### config.mk
export PLATFORM = sky130hd
export DESIGN_NAME = systolic_tile_scheduler
export DESIGN_NICKNAME = d
export VERILOG_FILES = /design/src/rtl/systolic_tile_scheduler.sv
export SDC_FILE = /design/constraint.sdc
export NUM_CORES = 1
export LEC_CHECK = 0
export CORE_ASPECT_RATIO = 1.2
export CORE_MARGIN = 2
export CORE_UTILIZATION = 30
export CTS_CLUSTER_SIZE = 8
export DETAILED_ROUTE_END_ITERATION = 8
export SYNTH_ARGS = -nofsm -noshare
export SYNTH_HDL_FRONTEND = slang
export SYNTH_SLANG_ARGS = --single-unit
### constraint.sdc
create_clock -name clk -period 3.25 [get_ports clk]
set_input_delay 0.325 -clock clk [delete_from_list [all_inputs] [get_ports clk]]
set_output_delay 0.325 -clock clk [all_outputs]
set_load 0.005 [all_outputs]
### src/rtl/systolic_tile_scheduler.sv
// Tile scheduler for the systolic array: walks a K_TILES x N_TILES weight grid
// (K inner), drives the controller load/compute handshake and weight-buffer reads.
module systolic_tile_scheduler #(
    parameter int N_SIZE     = 32,
    parameter int ADDR_WIDTH = 16,
    parameter int TILE_CNT_W = 6
) (
    input  logic                  clk,
    input  logic                  rst_n,
    input  logic                  start,
    input  logic                  abort,
    input  logic [TILE_CNT_W-1:0] k_tiles,
    input  logic [TILE_CNT_W-1:0] n_tiles,
    input  logic                  ctrl_ready,
    input  logic                  ctrl_done,
    output logic                  load_weight,
    output logic                  valid_in,
    output logic                  wt_rd_en,
    output logic [ADDR_WIDTH-1:0] wt_rd_addr,
    output logic [TILE_CNT_W-1:0] k_idx,
    output logic [TILE_CNT_W-1:0] n_idx,
    output logic                  acc_en,
    output logic                  busy,
    output logic                  done
);

    localparam int ROW_W = (N_SIZE > 1) ? $clog2(N_SIZE) : 1;
    localparam logic [ROW_W-1:0]      ROW_LAST    = ROW_W'(N_SIZE - 1);
    localparam logic [ADDR_WIDTH-1:0] TILE_STRIDE = ADDR_WIDTH'(N_SIZE);

    typedef enum logic [2:0] {
        S_IDLE,
        S_LOAD_WT,
        S_WAIT_RDY,
        S_COMPUTE,
        S_WAIT_IDLE,
        S_DONE
    } state_e;

    state_e                  state_q,     state_d;
    logic [ROW_W-1:0]        row_cnt_q,   row_cnt_d;
    logic [ADDR_WIDTH-1:0]   tile_base_q, tile_base_d;
    logic [TILE_CNT_W-1:0]   k_idx_q,     k_idx_d;
    logic [TILE_CNT_W-1:0]   n_idx_q,     n_idx_d;
    logic [TILE_CNT_W-1:0]   k_tiles_q,   k_tiles_d;
    logic [TILE_CNT_W-1:0]   n_tiles_q,   n_tiles_d;

    logic last_k;
    logic last_n;

    assign last_k = (k_idx_q == k_tiles_q - TILE_CNT_W'(1));
    assign last_n = (n_idx_q == n_tiles_q - TILE_CNT_W'(1));

    always_comb begin
        // NOTE: every next-state signal defaults to its current value first so
        // no path through the case below can leave one unassigned (no latches).
        state_d     = state_q;
        row_cnt_d   = row_cnt_q;
        tile_base_d = tile_base_q;
        k_idx_d     = k_idx_q;
        n_idx_d     = n_idx_q;
        k_tiles_d   = k_tiles_q;
        n_tiles_d   = n_tiles_q;

        if (state_q != S_IDLE && abort) begin
            state_d     = S_IDLE;
            row_cnt_d   = '0;
            tile_base_d = '0;
            k_idx_d     = '0;
            n_idx_d     = '0;
        end else begin
            unique case (state_q)
                S_IDLE: begin
                    // abort beats a coincident start even though IDLE has nothing to cancel
                    if (start && !abort) begin
                        k_tiles_d   = k_tiles;
                        n_tiles_d   = n_tiles;
                        row_cnt_d   = '0;
                        tile_base_d = '0;
                        k_idx_d     = '0;
                        n_idx_d     = '0;
                        state_d     = (k_tiles == '0 || n_tiles == '0) ? S_DONE : S_LOAD_WT;
                    end
                end
                S_LOAD_WT: begin
                    row_cnt_d = row_cnt_q + ROW_W'(1);
                    if (row_cnt_q == ROW_LAST) begin
                        row_cnt_d = '0;
                        state_d   = S_WAIT_RDY;
                    end
                end
                S_WAIT_RDY: begin
                    if (ctrl_ready) state_d = S_COMPUTE;
                end
                S_COMPUTE: begin
                    if (ctrl_done) state_d = S_WAIT_IDLE;
                end
                S_WAIT_IDLE: begin
                    if (ctrl_ready) begin
                        tile_base_d = tile_base_q + TILE_STRIDE;
                        if (last_k && last_n) begin
                            k_idx_d = '0;
                            n_idx_d = '0;
                            state_d = S_DONE;
                        end else if (last_k) begin
                            k_idx_d = '0;
                            n_idx_d = n_idx_q + TILE_CNT_W'(1);
                            state_d = S_LOAD_WT;
                        end else begin
                            k_idx_d = k_idx_q + TILE_CNT_W'(1);
                            state_d = S_LOAD_WT;
                        end
                    end
                end
                S_DONE: begin
                    state_d = S_IDLE;
                end
                default: begin
                    state_d = S_IDLE;
                end
            endcase
        end
    end

    // NOTE: state registers use non-blocking assignment so all flops update
    // together from values sampled at the same edge.
    always_ff @(posedge clk or negedge rst_n) begin
        if (!rst_n) begin
            state_q     <= S_IDLE;
            row_cnt_q   <= '0;
            tile_base_q <= '0;
            k_idx_q     <= '0;
            n_idx_q     <= '0;
            k_tiles_q   <= '0;
            n_tiles_q   <= '0;
        end else begin
            state_q     <= state_d;
            row_cnt_q   <= row_cnt_d;
            tile_base_q <= tile_base_d;
            k_idx_q     <= k_idx_d;
            n_idx_q     <= n_idx_d;
            k_tiles_q   <= k_tiles_d;
            n_tiles_q   <= n_tiles_d;
        end
    end

    // Outputs depend only on registered state; address wraps modulo 2^ADDR_WIDTH.
    assign load_weight = (state_q == S_LOAD_WT);
    assign wt_rd_en    = (state_q == S_LOAD_WT);
    assign wt_rd_addr  = (state_q == S_LOAD_WT) ? tile_base_q + ADDR_WIDTH'(row_cnt_q) : '0;
    assign valid_in    = (state_q == S_COMPUTE);
    assign busy        = (state_q != S_IDLE);
    assign done        = (state_q == S_DONE);
    assign k_idx       = k_idx_q;
    assign n_idx       = n_idx_q;
    assign acc_en      = (k_idx_q != '0);

endmodule

==> summary.txt <==
Cells and area
  • Fraction of layout instances using a drive strength above 1: 9.33%
  • Commonest non-fill, non-tap cells in the layout: clkdlybuf4s50_1, dfrtp_1, nor2_1, nand2_1, and3_1
  • Final net count: 368
  • Antenna diode count: 0
  • Commonest non-fill, non-tap cell in the layout: clkdlybuf4s50_1
  • Fill cells: 869
  • Post-layout util: 39.3%
  • Synthesis-to-layout area growth: 26.4%

Clock tree
  • TritonCTS clock tree: built
  • CTS Hold Bufs: 0
  • H-tree levels: 2
  • Num CTS Buffers: 5
  • Postcts setup bufs: 0
  • Clk root buf: clkbuf_8
  • Clock transition at path regs: 0.08 ns
  • Number of gates resized after CTS: 0
  • Clk_lat worst skew: 0.30 ns
  • Max Buffers Root-to-Sink: 2
  • Clk sink count: 43

Synthesis
  • Seq/Total Area, Yosys: 40.0%
  • Net count after synthesis: 321
  • Most common flop cell mapped by yosys: dfrtp_1
  • Synth warnings: 0
  • Avg Inst Size Synth: 9.11 µm²
  • EDFF count, synth: 0
  • Yosys reg bits: 43
  • Post-synth cell types: 52
  • Async S/R FF share, synth: 100%
  • Count of mapped cells out of synthesis: 295
  • Mapped Area: 2690 µm²

Floorplanning
  • # rows: 37
  • Total core area: 8660 µm²
  • Die W: 90.4 µm
  • Die ar.: 9740 µm²
  • Starting density of the core: 31.1%
  • I/O pin count: 52
  • Die Y: 108 µm

Worst setup path
  • Arrival @ worst endpoint: 2.75 ns
  • Crit-path cells: inv_1 > ha_1 > or3b_1 > a211oi_2 > o211ai_2 > o41ai_4 > nor4_1 > a211o_1
  • Worst path max stage delay: 0.56 ns
  • CP max stage cell: o41ai_4
  • Worst setup SP type: flip-flop
  • Origin of the worst setup path: k_tiles_q[0]
  • Crit path kind: flip-flop to flip-flop
  • CP Data Required Time: 3.44 ns
  • CP top delay family: compound AO/OA/AOI/OAI gates
  • R2R Path Start: k_tiles_q[0]
  • Crit path capture type: flip-flop
  • Crit path buf inv count: 1
  • Worst Reg-to-Reg Cells: 8
  • Max FO, Critical Path: 7
  • FF-to-FF End: n_idx[5]
  • Flop2flop setup slack: 0.69 ns

Timing
  • Worst Skew: 0.00543 ns
  • Post-layout min period: 2.56 ns
  • RSZ-0062 raised after global routing: false
  • Final setup vio count: 0
  • Period utilization: 78.7%
  • Worst Max-Slew Pin Slew: 0.985 ns
  • Max transition margin: 34.3%
  • Setup TNS Final: 0 ns
  • Fmax: 391 MHz
  • Hold Vio Cnt, Final: 0
  • Max Slew Vio Count: 0

GRT
  • First-pass GRT wire length: 10700 µm
  • Initial antenna violation count: 0
  • Largest net degree at the start of global routing: 44
  • Via count of the first global-routing pass: 2261
  • Tot GR Track Use: 13.7%
  • Grt total ovfl: 0

Detailed routing
  • WL/cell: 14.0 µm
  • Initial drt markers: 118
  • Antenna Nets Post-Route: 0
  • Final Routed Wirelength: 6430 µm
  • Routed via count: 2328
  • DRC violation count after routing: 0
  • Pre-Repair DR Iteration Count: 4
  • Routed vias/inst: 5.06

Pwr
  • Power Density: 566 nW/µm²
  • LEAKAGE: 1.47 nW
  • Worst VDD drop: 244 µV

Run status
  • Status: completed

Placed design
  • Final GP Congestion: 0.773
  • DPL Wire Length: 4810 µm
  • PortBufs: 51

Hold path
  • Worst hold path type: input port to asynchronous set/reset pin

Job
  • Max-cap violation count: 0
worst max path at each step:
stage                     cells after the start       end
after floorplan                               8  n_idx[5]
after global placement                        7  n_idx[0]
after detailed placement                      7  n_idx[0]
after CTS                                     8  n_idx[0]
after global routing                          6  n_idx[5]
final                                         8  n_idx[5]
final cells by class:
cell class / count / area [µm²] / area share, %
Multi-Input combinational cell: 229 / 1520 / 44.8
Clock buffer: 8 / 100 / 2.95
Timing Repair Buffer: 52 / 513 / 15.1
Inverter: 11 / 41.3 / 1.22
Sequential cell: 43 / 1080 / 31.7
Tap cell: 117 / 146 / 4.31
sequential cells by signal, indices dropped and copies added, names as in the netlist:
register and count:
k_idx 6, k_tiles_q 6, n_tiles_q 6, n_idx 6
state_q 3, tile_base_q 11, row_cnt_q 5
metrics by stage:
step	hold slack [ns]	instances	power (mW)	instance area [µm²]	setup slack, ns
after floorplan	0.0294	295	1.33	2690	0.903
after global placement	0.504	452	1.53	3300	0.639
after detailed placement	0.510	452	1.56	3300	0.539
after CTS	0.220	460	1.94	3400	0.678
after global routing	0.254	460	2.08	3400	0.433
final	0.182	460	1.92	3400	0.691
where the power goes:
group	internal, mW	leakage [nW]	switching [mW]	total [mW]
Combinational	0.359	0.852	0.404	0.762
Clock	0.194	0.0515	0.191	0.385
Sequential	0.631	0.571	0.145	0.776
Total	1.18	1.47	0.740	1.92
cells by family (layout without fill, tap and decap cells):
| kind of cell | after synthesis | in the layout | synth area share (%) |
|---|---|---|---|
| AO/OA/AOI/OAI | 58 | 58 | 16.0 |
| XOR/XNOR | 19 | 19 | 6.19 |
| adder cells (fa/ha/maj) | 8 | 8 | 3.72 |
| buffers and inverters | 23 | 71 | 3.40 |
| flip-flops | 43 | 43 | 40.0 |
| multiplexers | 14 | 14 | 5.82 |
| AND/OR/NAND/NOR | 130 | 130 | 24.9 |
per-layer routing:
layer  part of all wire, %  routed length, µm  vias up  track usage, %
met5                     0                  0        -               0
met2                    50               3220       56            23.3
li1                      -                  -     1160               -
met3                   3.9                249        5            3.08
met4                  0.67                 43        0            3.96
met1                    45               2910     1107            17.4
worst register-to-register path, cell delays in order, from the launching register on:
cell      delay (ns)
dfrtp_1         0.42
inv_1           0.08
ha_1            0.19
or3b_1          0.37
a211oi_2        0.28
o211ai_2        0.17
o41ai_4         0.56
nor4_1          0.11
a211o_1         0.28
cell usage after synthesis (2+ instances only):
| library cell | n | share of area (%) |
|---|---|---|
| dfrtp_1 | 43 | 40 |
| nor2_1 | 27 | 3.8 |
| and3_1 | 23 | 5.4 |
| nand2_1 | 23 | 3.2 |
| o21ai_0 | 17 | 3.2 |
| nand3_1 | 15 | 2.8 |
| mux2_2 | 13 | 5.4 |
| xnor2_1 | 12 | 3.9 |
| inv_1 | 11 | 1.5 |
| clkbuf_1 | 10 | 1.4 |
| nor3_1 | 10 | 1.9 |
| a21oi_1 | 9 | 1.7 |
| ha_1 | 8 | 3.7 |
| a22o_1 | 7 | 2.3 |
| xor2_1 | 7 | 2.3 |
| nor4_1 | 6 | 1.4 |
| nand2b_1 | 5 | 1.2 |
| nor2b_1 | 5 | 1.2 |
| or3_1 | 3 | 0.70 |
| a211oi_2 | 2 | 0.93 |
| a31oi_1 | 2 | 0.47 |
| a41oi_1 | 2 | 0.65 |
| nand4_1 | 2 | 0.47 |
| o21ai_1 | 2 | 0.37 |
| o31ai_1 | 2 | 0.56 |
| o41ai_1 | 2 | 0.65 |
| or2_2 | 2 | 0.47 |
No activity file was read; power rests on OpenSTA's default activity.
